`config.mk`:
```
export PLATFORM = sky130hd
export DESIGN_NAME = acorn_128_top_flat
export DESIGN_NICKNAME = d
export VERILOG_FILES = /design/src/rtl/acorn_128_if.sv /design/src/rtl/acorn_128_top.sv /design/src/flat_wrapper.sv
export SDC_FILE = /design/constraint.sdc
export NUM_CORES = 2
export LEC_CHECK = 0
export ABC_AREA = 1
export BUFFER_PORTS_ARGS = -buffer_cell sky130_fd_sc_hd__buf_2
export CAP_MARGIN = 20
export CORE_AREA = 2 2 428 430
export DETAILED_ROUTE_END_ITERATION = 6
export DIE_AREA = 0 0 430 432
export PLACE_DENSITY = 0.45
export SLEW_MARGIN = 20
export SYNTH_ARGS = -nofsm -noshare
export SYNTH_HDL_FRONTEND = slang
export SYNTH_SLANG_ARGS = --single-unit
export TNS_END_PERCENT = 20
```
`constraint.sdc`:
```
create_clock -name clk -period 5.2 [get_ports clk]
set_input_delay 1.04 -clock clk [delete_from_list [all_inputs] [get_ports clk]]
set_output_delay 1.04 -clock clk [all_outputs]
set_load 0.02 [all_outputs]
```
`src/rtl/acorn_128_if.sv`:
```
`timescale 1ns/1ps
`default_nettype none
// acorn_128_if: request/result bundle between a host (master) and the ACORN-128 core (slave).
interface acorn_128_if;
  logic         start_in;
  logic         encrypt_in;
  logic [127:0] key_in;
  logic [127:0] iv_in;
  logic [127:0] plaintext_in;
  logic [127:0] ciphertext_in;
  logic [127:0] associated_data_in;
  logic [63:0]  data_length_in;
  logic [127:0] ciphertext_out;
  logic [127:0] plaintext_out;
  logic [127:0] tag_out;
  logic         ready_out;

  modport master (
    output start_in, encrypt_in, key_in, iv_in, plaintext_in, ciphertext_in,
           associated_data_in, data_length_in,
    input  ciphertext_out, plaintext_out, tag_out, ready_out
  );

  modport slave (
    input  start_in, encrypt_in, key_in, iv_in, plaintext_in, ciphertext_in,
           associated_data_in, data_length_in,
    output ciphertext_out, plaintext_out, tag_out, ready_out
  );
endinterface
`default_nettype wire

```
`src/rtl/acorn_128_top.sv`:
```
`timescale 1ns/1ps
`default_nettype none
// acorn_128_top: single-block ACORN-128 v3 encrypt/decrypt core, one state step per clock.
// Define ACORN_PAR8_EN to unroll eight steps per clock (416 cycles instead of 3328).
module acorn_128_top (
  input wire         clk,
  input wire         rst,
  acorn_128_if.slave bus
);
`ifdef ACORN_PAR8_EN
  localparam int unsigned STEPS      = 8;
  localparam int unsigned LOG2_STEPS = 3;
`else
  localparam int unsigned STEPS      = 1;
  localparam int unsigned LOG2_STEPS = 0;
`endif
  localparam logic [10:0] INIT_LEN  = 11'(1792 / STEPS);
  localparam logic [10:0] BLK_LEN   = 11'(128 / STEPS);
  localparam logic [10:0] PAD_LEN   = 11'(256 / STEPS);
  localparam logic [10:0] FINAL_LEN = 11'(768 / STEPS);
  localparam logic [10:0] TAG_FIRST = 11'd640;

  typedef enum logic [2:0] {
    ST_IDLE, ST_INIT, ST_AD, ST_AD_PAD, ST_MSG, ST_MSG_PAD, ST_FINAL, ST_DONE
  } state_e;

  state_e           state_q;
  logic [10:0]      cnt_q;
  logic [292:0]     s_q, s_d;
  logic             enc_q, ready_q;
  logic [127:0]     ct_q, pt_q, tag_q;
  logic [STEPS-1:0] ks_d, res_d;
  logic [10:0]      base, idx, last_cnt;
  logic             m, ca, cb, ks, f;
  logic             unused_len;

  function automatic logic maj(input logic x, input logic y, input logic z);
    return (x & y) ^ (x & z) ^ (y & z);
  endfunction

  function automatic logic ch(input logic x, input logic y, input logic z);
    return (x & y) ^ (~x & z);
  endfunction

  assign unused_len = ^bus.data_length_in;
  assign base       = cnt_q << LOG2_STEPS;

  always_comb begin
    last_cnt = '0;
    case (state_q)
      ST_INIT:               last_cnt = INIT_LEN - 11'd1;
      ST_AD, ST_MSG:         last_cnt = BLK_LEN - 11'd1;
      ST_AD_PAD, ST_MSG_PAD: last_cnt = PAD_LEN - 11'd1;
      ST_FINAL:              last_cnt = FINAL_LEN - 11'd1;
      default:               last_cnt = '0;
    endcase
  end

  always_comb begin
    s_d   = s_q;
    ks_d  = '0;
    res_d = '0;
    idx   = '0;
    m     = 1'b0;
    ca    = 1'b1;
    cb    = 1'b1;
    ks    = 1'b0;
    f     = 1'b0;
    for (int unsigned k = 0; k < STEPS; k++) begin
      idx = base + 11'(k);
      m   = 1'b0;
      ca  = 1'b1;
      cb  = 1'b1;
      case (state_q)
        ST_INIT: begin
          // Step 256 re-injects key bit 0 inverted as the domain separator.
          if (idx == 11'd256)
            m = ~bus.key_in[0];
          else if (idx >= 11'd128 && idx < 11'd256)
            m = bus.iv_in[idx[6:0]];
          else
            m = bus.key_in[idx[6:0]];
        end
        ST_AD:      m = bus.associated_data_in[idx[6:0]];
        ST_AD_PAD:  begin m = (idx == 11'd0); ca = (idx < 11'd128); end
        ST_MSG:     cb = 1'b0;
        ST_MSG_PAD: begin m = (idx == 11'd0); ca = (idx < 11'd128); cb = 1'b0; end
        default:    m = 1'b0;
      endcase
      s_d[289] = s_d[289] ^ s_d[235] ^ s_d[230];
      s_d[230] = s_d[230] ^ s_d[196] ^ s_d[193];
      s_d[193] = s_d[193] ^ s_d[160] ^ s_d[154];
      s_d[154] = s_d[154] ^ s_d[111] ^ s_d[107];
      s_d[107] = s_d[107] ^ s_d[66]  ^ s_d[61];
      s_d[61]  = s_d[61]  ^ s_d[23]  ^ s_d[0];
      ks = s_d[12] ^ s_d[154] ^ maj(s_d[235], s_d[61], s_d[193])
         ^ ch(s_d[230], s_d[111], s_d[66]);
      // The message stream always absorbs plaintext, so decrypt recovers it first.
      if (state_q == ST_MSG) begin
        m        = enc_q ? bus.plaintext_in[idx[6:0]] : (bus.ciphertext_in[idx[6:0]] ^ ks);
        res_d[k] = enc_q ? (m ^ ks) : m;
      end
      f = s_d[0] ^ ~s_d[107] ^ maj(s_d[244], s_d[23], s_d[160])
        ^ (ca & s_d[196]) ^ (cb & ks) ^ m;
      s_d     = {f, s_d[292:1]};
      ks_d[k] = ks;
    end
  end

  always_ff @(posedge clk or negedge rst) begin
    if (!rst) begin
      state_q <= ST_IDLE;
      cnt_q   <= '0;
      s_q     <= '0;
      enc_q   <= 1'b0;
      ready_q <= 1'b0;
      ct_q    <= '0;
      pt_q    <= '0;
      tag_q   <= '0;
    end else begin
      case (state_q)
        ST_IDLE: begin
          if (bus.start_in) begin
            state_q <= ST_INIT;
            cnt_q   <= '0;
            s_q     <= '0;
            enc_q   <= bus.encrypt_in;
            ct_q    <= '0;
            pt_q    <= '0;
            tag_q   <= '0;
          end
        end
        ST_DONE: begin
          if (!ready_q) begin
            ready_q <= 1'b1;
          end else if (!bus.start_in) begin
            ready_q <= 1'b0;
            state_q <= ST_IDLE;
          end
        end
        default: begin
          s_q <= s_d;
          if (state_q == ST_MSG) begin
            if (enc_q) ct_q[base[6:0] +: STEPS] <= res_d;
            else       pt_q[base[6:0] +: STEPS] <= res_d;
          end
          if (state_q == ST_FINAL && base >= TAG_FIRST)
            tag_q[base[6:0] +: STEPS] <= ks_d;
          if (cnt_q == last_cnt) begin
            cnt_q   <= '0;
            state_q <= state_e'(state_q + 3'd1);
          end else begin
            cnt_q <= cnt_q + 11'd1;
          end
        end
      endcase
    end
  end

  assign bus.ciphertext_out = ct_q;
  assign bus.plaintext_out  = pt_q;
  assign bus.tag_out        = tag_q;
  assign bus.ready_out      = ready_q;
endmodule
`default_nettype wire

```
`src/flat_wrapper.sv`:
```
// flat-port wrapper written by rule: the top's interface ports become plain ports
module acorn_128_top_flat 
  (clk, rst, bus_start_in, bus_encrypt_in, bus_key_in, bus_iv_in, bus_plaintext_in, bus_ciphertext_in, bus_associated_data_in, bus_data_length_in, bus_ciphertext_out, bus_plaintext_out, bus_tag_out, bus_ready_out);
  acorn_128_if bus_i ();
  input wire clk;
  input wire rst;
  input wire logic [$bits(bus_i.start_in)-1:0] bus_start_in;
  input wire logic [$bits(bus_i.encrypt_in)-1:0] bus_encrypt_in;
  input wire logic [$bits(bus_i.key_in)-1:0] bus_key_in;
  input wire logic [$bits(bus_i.iv_in)-1:0] bus_iv_in;
  input wire logic [$bits(bus_i.plaintext_in)-1:0] bus_plaintext_in;
  input wire logic [$bits(bus_i.ciphertext_in)-1:0] bus_ciphertext_in;
  input wire logic [$bits(bus_i.associated_data_in)-1:0] bus_associated_data_in;
  input wire logic [$bits(bus_i.data_length_in)-1:0] bus_data_length_in;
  output wire logic [$bits(bus_i.ciphertext_out)-1:0] bus_ciphertext_out;
  output wire logic [$bits(bus_i.plaintext_out)-1:0] bus_plaintext_out;
  output wire logic [$bits(bus_i.tag_out)-1:0] bus_tag_out;
  output wire logic [$bits(bus_i.ready_out)-1:0] bus_ready_out;
  assign bus_i.start_in = bus_start_in;
  assign bus_i.encrypt_in = bus_encrypt_in;
  assign bus_i.key_in = bus_key_in;
  assign bus_i.iv_in = bus_iv_in;
  assign bus_i.plaintext_in = bus_plaintext_in;
  assign bus_i.ciphertext_in = bus_ciphertext_in;
  assign bus_i.associated_data_in = bus_associated_data_in;
  assign bus_i.data_length_in = bus_data_length_in;
  assign bus_ciphertext_out = bus_i.ciphertext_out;
  assign bus_plaintext_out = bus_i.plaintext_out;
  assign bus_tag_out = bus_i.tag_out;
  assign bus_ready_out = bus_i.ready_out;
  acorn_128_top u_core (.clk(clk), .rst(rst), .bus(bus_i));
endmodule
```
## Word level (Yosys, flattened, before mapping)

Index checks and enable logic that the tools add are counted.

- Muxes and demuxes: 44
- Equal/unequal tests: 13
- Reductions and logical operators: 17
- Shift operators: 3
- Add/subtract/negate cells: 3
- Order comparisons: 5
- Bitwise logic cells: 41

Operators by type and width:

| cell | count |
|---|---|
| $mux 128 | 6 |
| $pmux 128 s2 | 3 |
| $pmux 293 s2 | 1 |
| $bwmux 128 | 3 |
| $mux 293 | 1 |
| $shiftx 1x9->128 | 2 |
| $shift 1x9->128 const A | 1 |
| $pmux 11 s4 | 1 |
| $bmux 1 s7 | 5 |
| $xor 1x1->1 | 27 |
| $mux 11 | 2 |
| $pmux 11 s2 | 1 |
| $mux 1 | 15 |
| $eq 3x3->1 const B | 4 |
| $mux 3 | 4 |
| $reduce_and 4->1 | 3 |
| $add 11x1->11 const B | 1 |
| $eq 11x11->1 | 1 |
| $eq 11x9->1 const B | 1 |
| $ge 11x10->1 const B | 1 |
| $ge 11x8->1 const B | 1 |
| $logic_not 11->1 | 1 |
| $lt 11x8->1 const B | 1 |
| $lt 11x9->1 const B | 1 |
| other kinds (18) | 39 |

- Input bits: 708
- Output and inout port bits: 385
- Register bits after elaboration: 693
- Word-level logic and storage cells: 134

## Longest topological paths before layout

- Depth after elaboration: 17
- Depth in mapped cells: 25
- Depth with buffers taken out: 22

## Worst setup path after synthesis

No wires, ideal clock.

- Path type: flip-flop to flip-flop
- Start point: register u_core.cnt_q[0], in the netlist u_core.base[0]
- End point: register u_core.tag_q[127], in the netlist u_core.bus.tag_out[127]
- Path slack: 1.542 ns
- Setup time: 0.122 ns
- Arrival time: 3.537 ns
- Cell stages (with the launch flop): 25
- Path buffers: 6
- Period minus slack after synthesis: 3.658 ns
- Required time: 5.078 ns
- Cell sequence: dfrtp_1 -> buf_4 -> inv_4 -> buf_4 -> buf_2 -> clkbuf_1 -> clkbuf_1 -> ha_1 -> inv_1 -> nor2_1 -> inv_1 -> nor3_4 -> inv_2 -> nand2_1 -> inv_2 -> nor2_2 -> inv_2 -> nor2_4 -> inv_2 -> buf_2 -> nor2_1 -> inv_1 -> nand2_1 -> nand2_1 -> a32o_1

- Word-level cells in the longest chain between the ends: 5
- Elaborated cells on any way between the ends: 10
- Those cells by class: 1 x add/sub; 1 x order compare; 2 x shift; 3 x mux; 3 x reduce/logical

Ends and longest elaborated chain:

| what | line | RTL |
|---|---|---|
| start, declared | acorn_128_top.sv:28 | `logic [10:0] cnt_q;` |
| start signal, assigned | acorn_128_top.sv:153 | `cnt_q <= cnt_q + 11'd1;` |
| $neg 7->9 | acorn_128_top.sv:148 | `tag_q[base[6:0] +: STEPS] <= ks_d;` |
| $shiftx 1x9->128 / $shift 1x9->128 (equally long branches) | acorn_128_top.sv:148 |  |
| $bwmux 128 | acorn_128_top.sv:148 |  |
| $mux 128 | acorn_128_top.sv:147 | `if (state_q == ST_FINAL && base >= TAG_FIRST)` |
| $pmux 128 s2 | acorn_128_top.sv:121 | `case (state_q)` |
| end signal, assigned by index | acorn_128_top.sv:148 |  |
| end, declared | acorn_128_top.sv:31 | `logic [127:0] ct_q, pt_q, tag_q;` |

Several ways; a longest one is shown, not always the timed one. The select of a mux whose other input is x is not followed.
A chain may end at the register's enable or synchronous reset.

## Final worst setup path

- Start point: register u_core.cnt_q[0], in the netlist u_core.base[0]
- End point: register u_core.tag_q[9], in the netlist u_core.bus.tag_out[9]

Same word-level chain as after synthesis.

==> results by group <==
Clock tree
  – Worst-case clock buffer depth: 3
  – CTS tree: built
  – Gates resized, CTS repair: 0
  – Worst-skew pair later-pin latency: 0.68 ns
  – Worst-path clk slew: 0.06 ns
  – Hold_buf cts: 0
  – Root buf cell: clkbuf_16
  – CTS H-tree depth: 3
  – TritonCTS Buffers: 83
  – Post-CTS Setup Inserts: 0
  – Clock sink count: 693

GRT
  – GRT Total Usage: 19.3%
  – Pin count of the biggest net entering global routing: 183
  – First-pass GRT wire length: 267,000 um
  – Grt ovf: 0
  – Antenna violations before repair: 26
  – Vias in the first global route: 37,461

Final layout
  – Ratio of cells with drive above 1 in the final layout: 21.7%
  – Multi-input logic area: 16,400 um2
  – Register area: 17,300 um2
  – Fill count: 20,054
  – Synth-to-Final Area Change: 28.1%
  – Final layout net count: 6,631

Run status
  – Status: complete, no violations

Synth
  – Synth warnings: 0
  – Cells after Synth: 5,056
  – Post-synth EDFFs: 0
  – Top cells by count, synth: nand2_1 (1,591), dfrtp_1 (693), nor2_1 (549), inv_1 (530), o22ai_1 (391)
  – Main combinational cell family by area after synthesis: simple AND/OR/NAND/NOR gates
  – Synth top area share: 46.7%
  – Post-Synth XOR/XNOR Area: 0.519%
  – Synthesized flop and latch total: 693
  – Synth Cell Area: 37,100 um2
  – Post-synth top area cell: dfrtp_1
  – Mux share of post-synthesis cell area: 0%
  – Sequential share of the synthesized area: 46.7%
  – Yosys cell types: 44
  – Syn nets: 5,774
  – Synth Area in Simple Gates: 27.3%
  – Synth Area in Adders: 0.337%
  – Top-count cell post-synth: nand2_1
  – Asr flop ratio synth: 100%
  – Synthesized area per cell: 7.35 um2
  – Ys flop type: dfrtp_1
  – Largest cells by area after synthesis: dfrtp_1 (47%), nand2_1 (16%), o22ai_1 (6.6%)
  – Compound-gate portion of the synthesized area: 15.6%

Timing
  – Final hold violations: 0
  – Relative slew slack: 26.5%
  – Fmax: 216 MHz
  – Unrepaired setup endpoints after global routing: false
  – Final worst path period need: 4.64 ns
  – Hold Slack: 0.288 ns
  – Layout Skew: 0.0311 ns
  – Final TNS setup: 0 ns
  – Worst slew pin tran: 1.10 ns
  – Final Cycle Share: 89.2%
  – Setup violators final: 0
  – Slew Limit Fails: 0

Job
  – Max Cap Viol: 0

Routing
  – Drt initial violations: 3,225
  – Vias: 38,792
  – Total wire length: 187,000 um
  – Drt pass-1 iters: 5
  – Via-to-Cell Ratio: 4.63
  – Routed Antenna Nets: 0
  – # DRC: 0
  – Wirelength per Cell: 22.3 um

Power and ir drop
  – Psw: 0.00284 W
  – Pwr Total: 0.0119 W
  – Maximum resistive drop on vdd: 215 uV
  – Sequential share of power: 45.4%
  – Static leakage: 24.8 nW
  – Pint: 0.00905 W
  – Clk pwr share: 50.0%
  – PwrDens: 250 nW/um2
  – Comb power frac: 4.6%
  – Switching Share: 23.9%

Worst setup path
  – Crit path required time: 5.75 ns
  – Setup crit end kind: register
  – Crit path DAT: 5.19 ns
  – Critical path type: reg -> reg
  – Worst-path cell chain: clkinv_8, ha_1, inv_1, nor2_1, inv_1, o21ai_0, nand2_1, nor2_1, inv_2, nor2_4, inv_1, buf_4, o21ai_0, nand2_1, nand2_1, o21ai_0
  – CP max FO: 33
  – CP startpoint kind: register
  – Slowest stage delay, CP: 0.68 ns
  – Critical-path top delay cell: dfrtp_4

Placement
  – # port buffers: 1,028
  – Post-DP HPWL: 137,000 um
  – Placer Congestion: 0.898

Floorplanning
  – Die X-Extent: 430 um
  – Core area: 182,000 um2
  – Number of cell rows: 157
  – Initial Util: 20.4%
  – Num ports: 1,093
  – Die ar.: 186,000 um2
  – Die Span Y: 432 um

Worst hold path
  – Worst hold path class: in -> async
-- flip-flops by register name, indices dropped and copies added, names as in the netlist --
signal,cells
u_core.bus.tag_out,128
u_core.s_q,293
u_core.state_q,3
u_core.bus.ready_out,1
u_core.base,11
u_core.bus.ciphertext_out,128
u_core.bus.plaintext_out,128
u_core.enc_q,1
-- layer usage --
| metal | global-route usage [%] | vias to the layer above | wire, um |
|---|---|---|---|
| li1 | - | 18257 | - |
| met4 | 7.10 | 6 | 7070 |
| met5 | 0 | - | 46 |
| met3 | 2.65 | 238 | 9810 |
| met1 | 26.1 | 18895 | 83000 |
| met2 | 31.4 | 1396 | 86700 |
-- worst max-delay path, delay by kind of cell (launching register included) --
family          cells  cell delay [ns]
simple gates        6             1.49
buf+inv             6             1.24
compound gates      3             0.85
flops               1             0.68
fa+ha+maj           1             0.23
-- power by group through the flow --
stage / clock network [W] / registers [W] / logic, W
after floorplan: 0 / 0.00549 / 0.000110
after global placement: 0 / 0.00549 / 0.000549
after detailed placement: 0 / 0.00549 / 0.000552
after CTS: 0.00609 / 0.00539 / 0.000555
after global routing: 0.00631 / 0.00539 / 0.000613
final: 0.00594 / 0.00539 / 0.000546
-- cells by family after synthesis --
kind of cell,after synthesis
buf+inv,888
simple gates,2496
flops,693
fa+ha+maj,10
xor+xnor,22
compound gates,947
-- final cells by class --
class | count | share of cell area (%)
antenna | 11 | 0.0578
clock buffer | 125 | 5.10
clock inverter | 27 | 0.707
inverter | 546 | 4.38
multi-input combinational | 3475 | 34.4
sequential | 693 | 36.5
tap | 2385 | 6.27
timing repair buffer | 1114 | 12.7
-- worst paths after layout --
check                           slack, ns                        endpoint  cells past startpoint                     startpoint
worst max-delay path                 0.56           u_core.bus.tag_out[9]                     16                 u_core.base[0]
worst min-delay path                 0.29  u_core.bus.ciphertext_out[123]                      1                            rst
worst max register to register       0.56           u_core.bus.tag_out[9]                     16                 u_core.base[0]
worst min register to register       0.47   u_core.bus.ciphertext_out[45]                      2  u_core.bus.ciphertext_out[45]
max in group asynchronous            3.75         u_core.bus.tag_out[103]                      3                            rst
min in group clk                     0.47   u_core.bus.ciphertext_out[45]                      2  u_core.bus.ciphertext_out[45]
-- cell usage in the layout, fill, tap and decap left out, types with 11 or more instances in the layout --
cell type	count
nand4_1	122
clkinv_2	16
dfrtp_1	691
nor2_1	543
xor2_1	12
buf_4	69
nor2_4	12
inv_1	526
buf_2	1027
nand2_1	1591
o21ai_0	383
o22ai_1	391
clkbuf_16	84
nand3_1	177
a21oi_1	23
clkbuf_1	24
diode_2	11
buf_12	16
nor3_1	29
inv_2	12
clkbuf_8	17
o21ai_1	28
a32o_1	101
-- stage by stage --
stage	util [%]	worst slack (ns)	cell area [um2]	cells
final	26.2	0.562	47600	8376
after global routing	26.2	0.229	47600	8373
after CTS	26.2	0.540	47500	8364
after detailed placement	24.6	0.556	44800	8212
after global placement	24.6	0.562	44800	8212
after floorplan	-	1.54	37100	5056
No activity file was read; power rests on OpenSTA's default activity.
